==> src/rtl/division_seq.sv <==
// Sequential radix-4 restoring divider: retires two quotient bits per clock with a start/busy/done handshake.
// Optional two's-complement operation is enabled by defining DIVISION_SIGNED_EN.
module division_seq #(
  parameter int WIDTH = 16
) (
  input  logic             clk,
  input  logic             rst,
  input  logic             start,
  input  logic [WIDTH-1:0] in_a,
  input  logic [WIDTH-1:0] in_b,
  output logic             busy,
  output logic             done,
  output logic [WIDTH-1:0] quot,
  output logic [WIDTH-1:0] rem,
  output logic             div_by_zero
);

  localparam int STEPS = WIDTH / 2;
  localparam int CNT_W = (STEPS > 1) ? $clog2(STEPS) : 1;
  localparam int PW    = WIDTH + 2;
  localparam logic [CNT_W-1:0] LAST_STEP = CNT_W'(STEPS - 1);

  typedef enum logic [1:0] {
    IDLE = 2'd0,
    CALC = 2'd1,
    DONE = 2'd2
  } state_t;

  state_t           state_r;
  // dvd_r shifts dividend bits out of the top while quotient digits shift in at the bottom
  logic [WIDTH-1:0] dvd_r;
  logic [WIDTH-1:0] dvs_r;
  logic [WIDTH-1:0] prem_r;
  logic [CNT_W-1:0] cnt_r;

  logic [WIDTH-1:0] a_mag_s;
  logic [WIDTH-1:0] b_mag_s;
  logic [PW-1:0]    p_shift_s;
  logic [PW-1:0]    d1_s;
  logic [PW-1:0]    d2_s;
  logic [PW-1:0]    d3_s;
  logic [1:0]       qd_s;
  logic [WIDTH-1:0] p_next_s;
  logic [WIDTH-1:0] q_final_s;
  logic [WIDTH-1:0] quot_fix_s;
  logic [WIDTH-1:0] rem_fix_s;

`ifdef DIVISION_SIGNED_EN
  logic             neg_q_r;
  logic             neg_r_r;
`endif

  // Operand conditioning at capture: magnitudes in signed mode, pass-through otherwise.
  always_comb begin
    a_mag_s = in_a;
    b_mag_s = in_b;
`ifdef DIVISION_SIGNED_EN
    if (in_a[WIDTH-1]) begin
      a_mag_s = {WIDTH{1'b0}} - in_a;
    end else begin
      a_mag_s = in_a;
    end
    if (in_b[WIDTH-1]) begin
      b_mag_s = {WIDTH{1'b0}} - in_b;
    end else begin
      b_mag_s = in_b;
    end
`endif
  end

  // One radix-4 step: choose the largest q in 0..3 with q*D <= P, all at full WIDTH+2 precision.
  always_comb begin
    p_shift_s = {prem_r, dvd_r[WIDTH-1 -: 2]};
    d1_s      = {2'b00, dvs_r};
    d2_s      = {1'b0, dvs_r, 1'b0};
    d3_s      = d1_s + d2_s;
    qd_s      = 2'd0;
    p_next_s  = WIDTH'(p_shift_s);
    if (p_shift_s >= d3_s) begin
      qd_s     = 2'd3;
      p_next_s = WIDTH'(p_shift_s - d3_s);
    end else if (p_shift_s >= d2_s) begin
      qd_s     = 2'd2;
      p_next_s = WIDTH'(p_shift_s - d2_s);
    end else if (p_shift_s >= d1_s) begin
      qd_s     = 2'd1;
      p_next_s = WIDTH'(p_shift_s - d1_s);
    end else begin
      qd_s     = 2'd0;
      p_next_s = WIDTH'(p_shift_s);
    end
    q_final_s = {dvd_r[WIDTH-3:0], qd_s};
  end

  // Result sign correction applied on the final step.
  always_comb begin
    quot_fix_s = q_final_s;
    rem_fix_s  = p_next_s;
`ifdef DIVISION_SIGNED_EN
    if (neg_q_r) begin
      quot_fix_s = {WIDTH{1'b0}} - q_final_s;
    end else begin
      quot_fix_s = q_final_s;
    end
    if (neg_r_r) begin
      rem_fix_s = {WIDTH{1'b0}} - p_next_s;
    end else begin
      rem_fix_s = p_next_s;
    end
`endif
  end

  // Control FSM, datapath registers and registered outputs.
  always_ff @(posedge clk) begin
    if (rst) begin
      state_r     <= IDLE;
      dvd_r       <= {WIDTH{1'b0}};
      dvs_r       <= {WIDTH{1'b0}};
      prem_r      <= {WIDTH{1'b0}};
      cnt_r       <= {CNT_W{1'b0}};
      busy        <= 1'b0;
      done        <= 1'b0;
      quot        <= {WIDTH{1'b0}};
      rem         <= {WIDTH{1'b0}};
      div_by_zero <= 1'b0;
`ifdef DIVISION_SIGNED_EN
      neg_q_r     <= 1'b0;
      neg_r_r     <= 1'b0;
`endif
    end else begin
      case (state_r)
        // DONE accepts a new start exactly like IDLE, giving back-to-back operation
        IDLE, DONE: begin
          done <= 1'b0;
          if (start) begin
            dvd_r  <= a_mag_s;
            dvs_r  <= b_mag_s;
            prem_r <= {WIDTH{1'b0}};
            cnt_r  <= {CNT_W{1'b0}};
`ifdef DIVISION_SIGNED_EN
            neg_q_r <= in_a[WIDTH-1] ^ in_b[WIDTH-1];
            neg_r_r <= in_a[WIDTH-1];
`endif
            if (in_b == {WIDTH{1'b0}}) begin
              state_r     <= DONE;
              done        <= 1'b1;
              quot        <= {WIDTH{1'b1}};
              rem         <= in_a;
              div_by_zero <= 1'b1;
            end else begin
              state_r <= CALC;
              busy    <= 1'b1;
            end
          end else begin
            state_r <= IDLE;
          end
        end
        CALC: begin
          dvd_r  <= {dvd_r[WIDTH-3:0], qd_s};
          prem_r <= p_next_s;
          cnt_r  <= cnt_r + CNT_W'(1);
          if (cnt_r == LAST_STEP) begin
            state_r     <= DONE;
            busy        <= 1'b0;
            done        <= 1'b1;
            quot        <= quot_fix_s;
            rem         <= rem_fix_s;
            div_by_zero <= 1'b0;
          end else begin
            state_r <= CALC;
          end
        end
        default: begin
          state_r <= IDLE;
          busy    <= 1'b0;
          done    <= 1'b0;
        end
      endcase
    end
  end

endmodule

==> config.mk <==
export PLATFORM = sky130hd
export DESIGN_NAME = division_seq
export DESIGN_NICKNAME = d
export VERILOG_FILES = /design/src/rtl/division_seq.sv
export SDC_FILE = /design/constraint.sdc
export NUM_CORES = 1
export LEC_CHECK = 0
export BUFFER_PORTS_ARGS = -buffer_cell sky130_fd_sc_hd__buf_4
export CORE_MARGIN = 1.5
export CORE_UTILIZATION = 45
export CTS_CLUSTER_DIAMETER = 100
export DETAILED_ROUTE_END_ITERATION = 10
export REMOVE_ABC_BUFFERS = 1
export SYNTH_ARGS = -nofsm -noshare
export SYNTH_HDL_FRONTEND = slang
export SYNTH_SLANG_ARGS = --single-unit
==> constraint.sdc <==
create_clock -name clk -period 8.5 [get_ports clk]
set_clock_uncertainty 0.2 [all_clocks]
set_input_delay 0.425 -clock clk [delete_from_list [all_inputs] [get_ports clk]]
set_output_delay 0.425 -clock clk [all_outputs]
set_load 0.02 [all_outputs]
Yosys cells after proc, flatten, opt, wreduce, memory -nomap -nowiden
Cells that the tools add are included.
{"block": "word_totals", "regBits": 88, "input_bits": 35, "output_inout_bits": 35, "word_cells": 68}
{"block": "classes", "n_addsub": 5, "magnitude_cmp": 3, "eq_ne": 7, "mux": 35, "n_reduce_logical": 8}
{"cell": "2-to-1 mux 16 bit", "n": 11}
{"cell": "case mux 16 bit (2 select lines)", "n": 4}
{"cell": "subtractor 16 bit", "n": 3}
{"cell": "adder 16 x 17 -> 18 bit", "n": 1}
{"cell": ">= comparator 18 x 16 -> 1 bit", "n": 1}
{"cell": ">= comparator 18 x 17 -> 1 bit", "n": 1}
{"cell": ">= comparator 18 bit", "n": 1}
{"cell": "logical NOT 16 bit", "n": 1}
{"cell": "2-to-1 mux 2 bit", "n": 5}
{"cell": "2-to-1 mux 1 bit", "n": 9}
{"cell": "inequality test 2 bit (second input constant)", "n": 4}
{"cell": "case mux 1 bit (2 select lines)", "n": 3}
{"cell": "case mux 3 bit (2 select lines)", "n": 1}
{"cell": "case mux 2 bit (2 select lines)", "n": 1}
{"cell": "AND reduction 2 bit", "n": 2}
{"cell": "AND reduction 4 bit", "n": 1}
{"cell": "adder 3 x 1 -> 3 bit (second input constant)", "n": 1}
{"cell": "equality test 3 bit (second input constant)", "n": 1}
{"cell": "2-to-1 mux 3 bit", "n": 1}
{"cell": "AND reduction 3 bit", "n": 1}
{"cell": "equality test 2 x 1 -> 1 bit (second input constant)", "n": 1}
{"cell": "equality test 2 bit (second input constant)", "n": 1}
{"cell": "logical NOT 2 bit", "n": 1}
{"cell": "nonzero test 2 bit", "n": 1}
{"cell": "OR reduction 2 bit", "n": 1}

Depth between registers and ports, before layout
{"block": "logic_depth", "ltp_word": 6, "mapped_depth": 22, "ltp_nobuf": 21}

Worst setup path after synthesis
OpenSTA, ideal clock, no wires.
{"block": "synth_path", "kind": "reg-to-reg", "from": "reg dvs_r[1]", "to": "reg prem_r[3]", "t_arrival_ps": 4317, "t_required_ps": 8235, "setup_slack_ps": 3918, "stages_incl_launch_ff": 20, "n_path_buf": 1, "period_less_slack_ps": 4582, "cell_sequence": "dfxtp_1 ha_1 fa_1 a21o_1 a21oi_1 o21bai_1 a21oi_1 a211oi_1 o32a_1 a21oi_1 o21ai_0 xor2_1 ha_1 a2111o_1 o31a_1 buf_6 nor4_1 a221oi_1 o2bb2a_1 nor2_1"}
{"block": "synth_between", "elab_chain_cells": 5, "elab_cells_between_ends": 11, "cone_classes": "add/sub: 4; order compare: 3; mux: 4"}
{"element": "from (decl)", "line": "32", "source": "logic [WIDTH-1:0] dvs_r;"}
{"element": "from (signal assigned)", "line": "118", "source": "dvs_r <= {WIDTH{1'b0}};"}
{"element": "from (signal assigned)", "line": "137", "source": "dvs_r <= b_mag_s;"}
{"element": "parallel branches: the longest is 3 deep, another holds adder 16 x 17 -> 18 bit"}
{"element": "2-to-1 mux 16 bit (*)", "line": "79", "source": "if (p_shift_s >= d3_s) begin"}
{"element": "case mux 16 bit (2 select lines) (*)", "line": "131", "source": "case (state_r)"}
{"element": "to (signal assigned)", "line": "119", "source": "prem_r <= {WIDTH{1'b0}};"}
{"element": "to (signal assigned)", "line": "138", "source": "prem_r <= {WIDTH{1'b0}};"}
{"element": "to (signal assigned)", "line": "160", "source": "prem_r <= p_next_s;"}
{"element": "to (decl)", "line": "33", "source": "logic [WIDTH-1:0] prem_r;"}
Mark *: on every way between the ends.
A chain may end at the register's enable or synchronous reset.

Final worst setup path
Same ends and word-level chain as after synthesis.

==> impl_metrics.toml <==
[sta]
hold_violations = 0
worst_pin_slew_ps = 1270
setup_viol = 0
period_share_pct = 65.0
timing.fmax_mhz = 181
rsz0062_at_grt = "no"
fin_crit_ps = 5520
slew_violations = 0
tns_ps = 0
max-slew-margin-rel_pct = 14.7
fin_ws_ps = 2980

[power_and_ir_drop]
p_leak_nw = 3.20
peakVddDrop_mv = 0.152
power.density_nw_per_um2 = 343
p_total_mw = 2.64

[placement]
port_buffers = 69
gp_congestion = 1.01
dp_hpwl_um = 16200
pre_cts_slack_ps = 3080

[floorplanning]
num_io_pins = 70
die_h_um = 126
die_w_um = 126
coreArea_um2 = 14600
die-area_um2 = 15800
rows = 44
initial_core_util_pct = 46.4

[cts]
numClockSinks = 88
cts_tree = "yes"
hold_buffers = 0
cts_resized = 0
cts_buffers = 9
root_buffer = "clkbuf_16"
clk_pin_slew_worst_paths_ps = 70
postCtsSetupBuffers = 0
cts_htree_levels = 3
clk_latency_ps = 350
clockBufferDepth = 2

[synth]
syn_area_um2 = 6790
synth-edff-count = 0
yosysSeqAreaShare_pct = 26.0
syn_avg_cell_area_um2 = 7.67
synth_cells = 885
ys_seq_elements = 88
post_synth_num_cell_types = 71
ys.flop_type = "dfxtp_1"
async_reset_ff_share_pct = 0
yosysWarningCount = 0

[routing]
routed_wl_um = 21400
drc = 1
wl_per_cell_um = 19.1
first_iter_violations = 535
vias_per_cell = 6.08
dr_total_vias = 6799
ant_nets = 0
drt-pass1-iter-count = 10

[setup_path]
cp.required_ps = 8500
path_cells = "ha_1 > fa_1 > a21o_1 > a21oi_1 > o21bai_1 > a21oi_1 > a211oi_1 > o32a_1 > a21oi_1 > o21ai_0 > xor2_1 > ha_1 > o21ai_0 > nand2b_1 > a21oi_1 > nor2_1 > o31a_1 > nor2_4 > a221oi_1 > o2bb2a_1 > nor2_1"
path_buf_inv = 0
crit_arrival_ps = 5520
crit_path_end_kind = "flop"
crit_family = "compound AO/OA/AOI/OAI gates"
cp_slowest_cell = "o31a_1"
cpPeakStageDelay_ps = 720
worstSetupPathType = "reg2reg"
start_kind = "flop"
cpMostUsedCell = "a21oi_1"
worstPathMaxFanout = 18

[finish]
synthToLayoutAreaGrowth_pct = 13.4
drive_above_1_share_pct = 12.2
fill_cells = 1418
final_cell_mix = "nor2_1, nand2_1, dfxtp_1"
final_util_pct = 52.5
multi_input_area_um2 = 4720
nNetsFinal = 1035
seq_area_um2 = 1760
n_antenna_cell = 0

[global_route]
overflow = 0
use_met1_pct = 33.3
grt_pass1_wl_um = 34000
track_usage_pct = 27.0
grt_max_degree = 86
grt_busiest_layer = "met2"
first_global_vias = 6523
grtUsageMet3_pct = 3.65
antenna_found_initial = 0
use_met2_pct = 46.3

[status]
violations = "design-rule violations"
run_status = "finished, violations left"

[hold_path]
min_path_type = "in2reg"

[flow_run]
maxCapViolations = 0
==> per-layer routing <==
layer	wire length (um)	vias to the layer above
li1	-	3294
met2	10200	216
met5	0	-
met3	994	58
met1	9200	3231
met4	998	0
==> worst paths after layout <==
| check | slack (ps) | cells after the start | start | to |
|---|---|---|---|---|
| min | 140 | 3 | in_b[0] | dvs_r[0]$_SDFFE_PP0P_ |
| max | 2980 | 21 | dvs_r[1]$_SDFFE_PP0P_ | prem_r[3]$_SDFFE_PP0P_ |
| max reg2reg | 2980 | 21 | dvs_r[1]$_SDFFE_PP0P_ | prem_r[3]$_SDFFE_PP0P_ |
| min reg2reg | 270 | 2 | done$_SDFFE_PP0N_ | done$_SDFFE_PP0N_ |
==> where the power goes <==
part	internal [mW]	switching [mW]
registers	0.451	0.0633
logic	0.674	1.06
clock network	0.210	0.178
==> cell families after synthesis <==
family	synth area share [%]
flops	26.0
xor+xnor	5.29
compound gates	26.4
buf+inv	4.70
mux	1.35
fa+ha+maj	13.5
simple gates	22.8
==> layout make-up <==
type	count	area share [%]
Inverter	33	1.61
Clock inverter	6	0.683
Multi-Input combinational cell	721	61.3
Clock buffer	10	3.11
Sequential cell	88	22.9
Timing Repair Buffer	76	7.41
Tap cell	184	2.99
==> cells in the mapped netlist, types with 6 or more instances <==
cell type / n / area share, %
o21ai_0: 40 / 2.9
o21a_1: 14 / 1.5
o31a_1: 6 / 0.77
a31oi_1: 12 / 1.1
inv_1: 33 / 1.8
xor2_1: 20 / 2.6
xnor2_1: 21 / 2.7
nor2_1: 102 / 5.6
a21o_1: 12 / 1.3
o211ai_1: 8 / 0.88
nand3_1: 14 / 1.0
mux2i_1: 8 / 1.2
nand2b_1: 18 / 1.7
nor2b_1: 10 / 0.92
nand4_1: 9 / 0.83
a21oi_1: 84 / 6.2
clkbuf_1: 32 / 1.8
a22oi_1: 10 / 1.1
ha_1: 67 / 12
o31ai_1: 8 / 0.88
a211oi_1: 16 / 1.8
dfxtp_1: 88 / 26
nor3_1: 52 / 3.8
nand2_1: 102 / 5.6
a311oi_1: 16 / 2.1
==> flip-flops by register name, indices dropped and copies added, names as in the netlist <==
| name | cells |
|---|---|
| prem_r | 16 |
| done | 1 |
| div_by_zero | 1 |
| dvd_r | 16 |
| state_r | 2 |
| quot | 16 |
| rem | 16 |
| busy | 1 |
| cnt_r | 3 |
| dvs_r | 16 |
==> stage by stage <==
step | instances | cell area, um2 | hold WS [ps]
6_report | 1118 | 7690 | 144
3_5_place_dp | 1102 | 7400 | 258
4_1_cts | 1118 | 7690 | 138
2_1_floorplan | 842 | 6590 | 264
5_1_grt | 1118 | 7690 | 150
3_3_place_gp | 1102 | 7400 | 247
==> worst reg2reg max path, delay by kind of cell (launching register included) <==
family,cells,cell delay [ps]
flops,1,410
fa+ha+maj,3,1030
compound gates,13,3130
xor+xnor,1,170
simple gates,4,450
No activity file was read; power rests on OpenSTA's default activity.
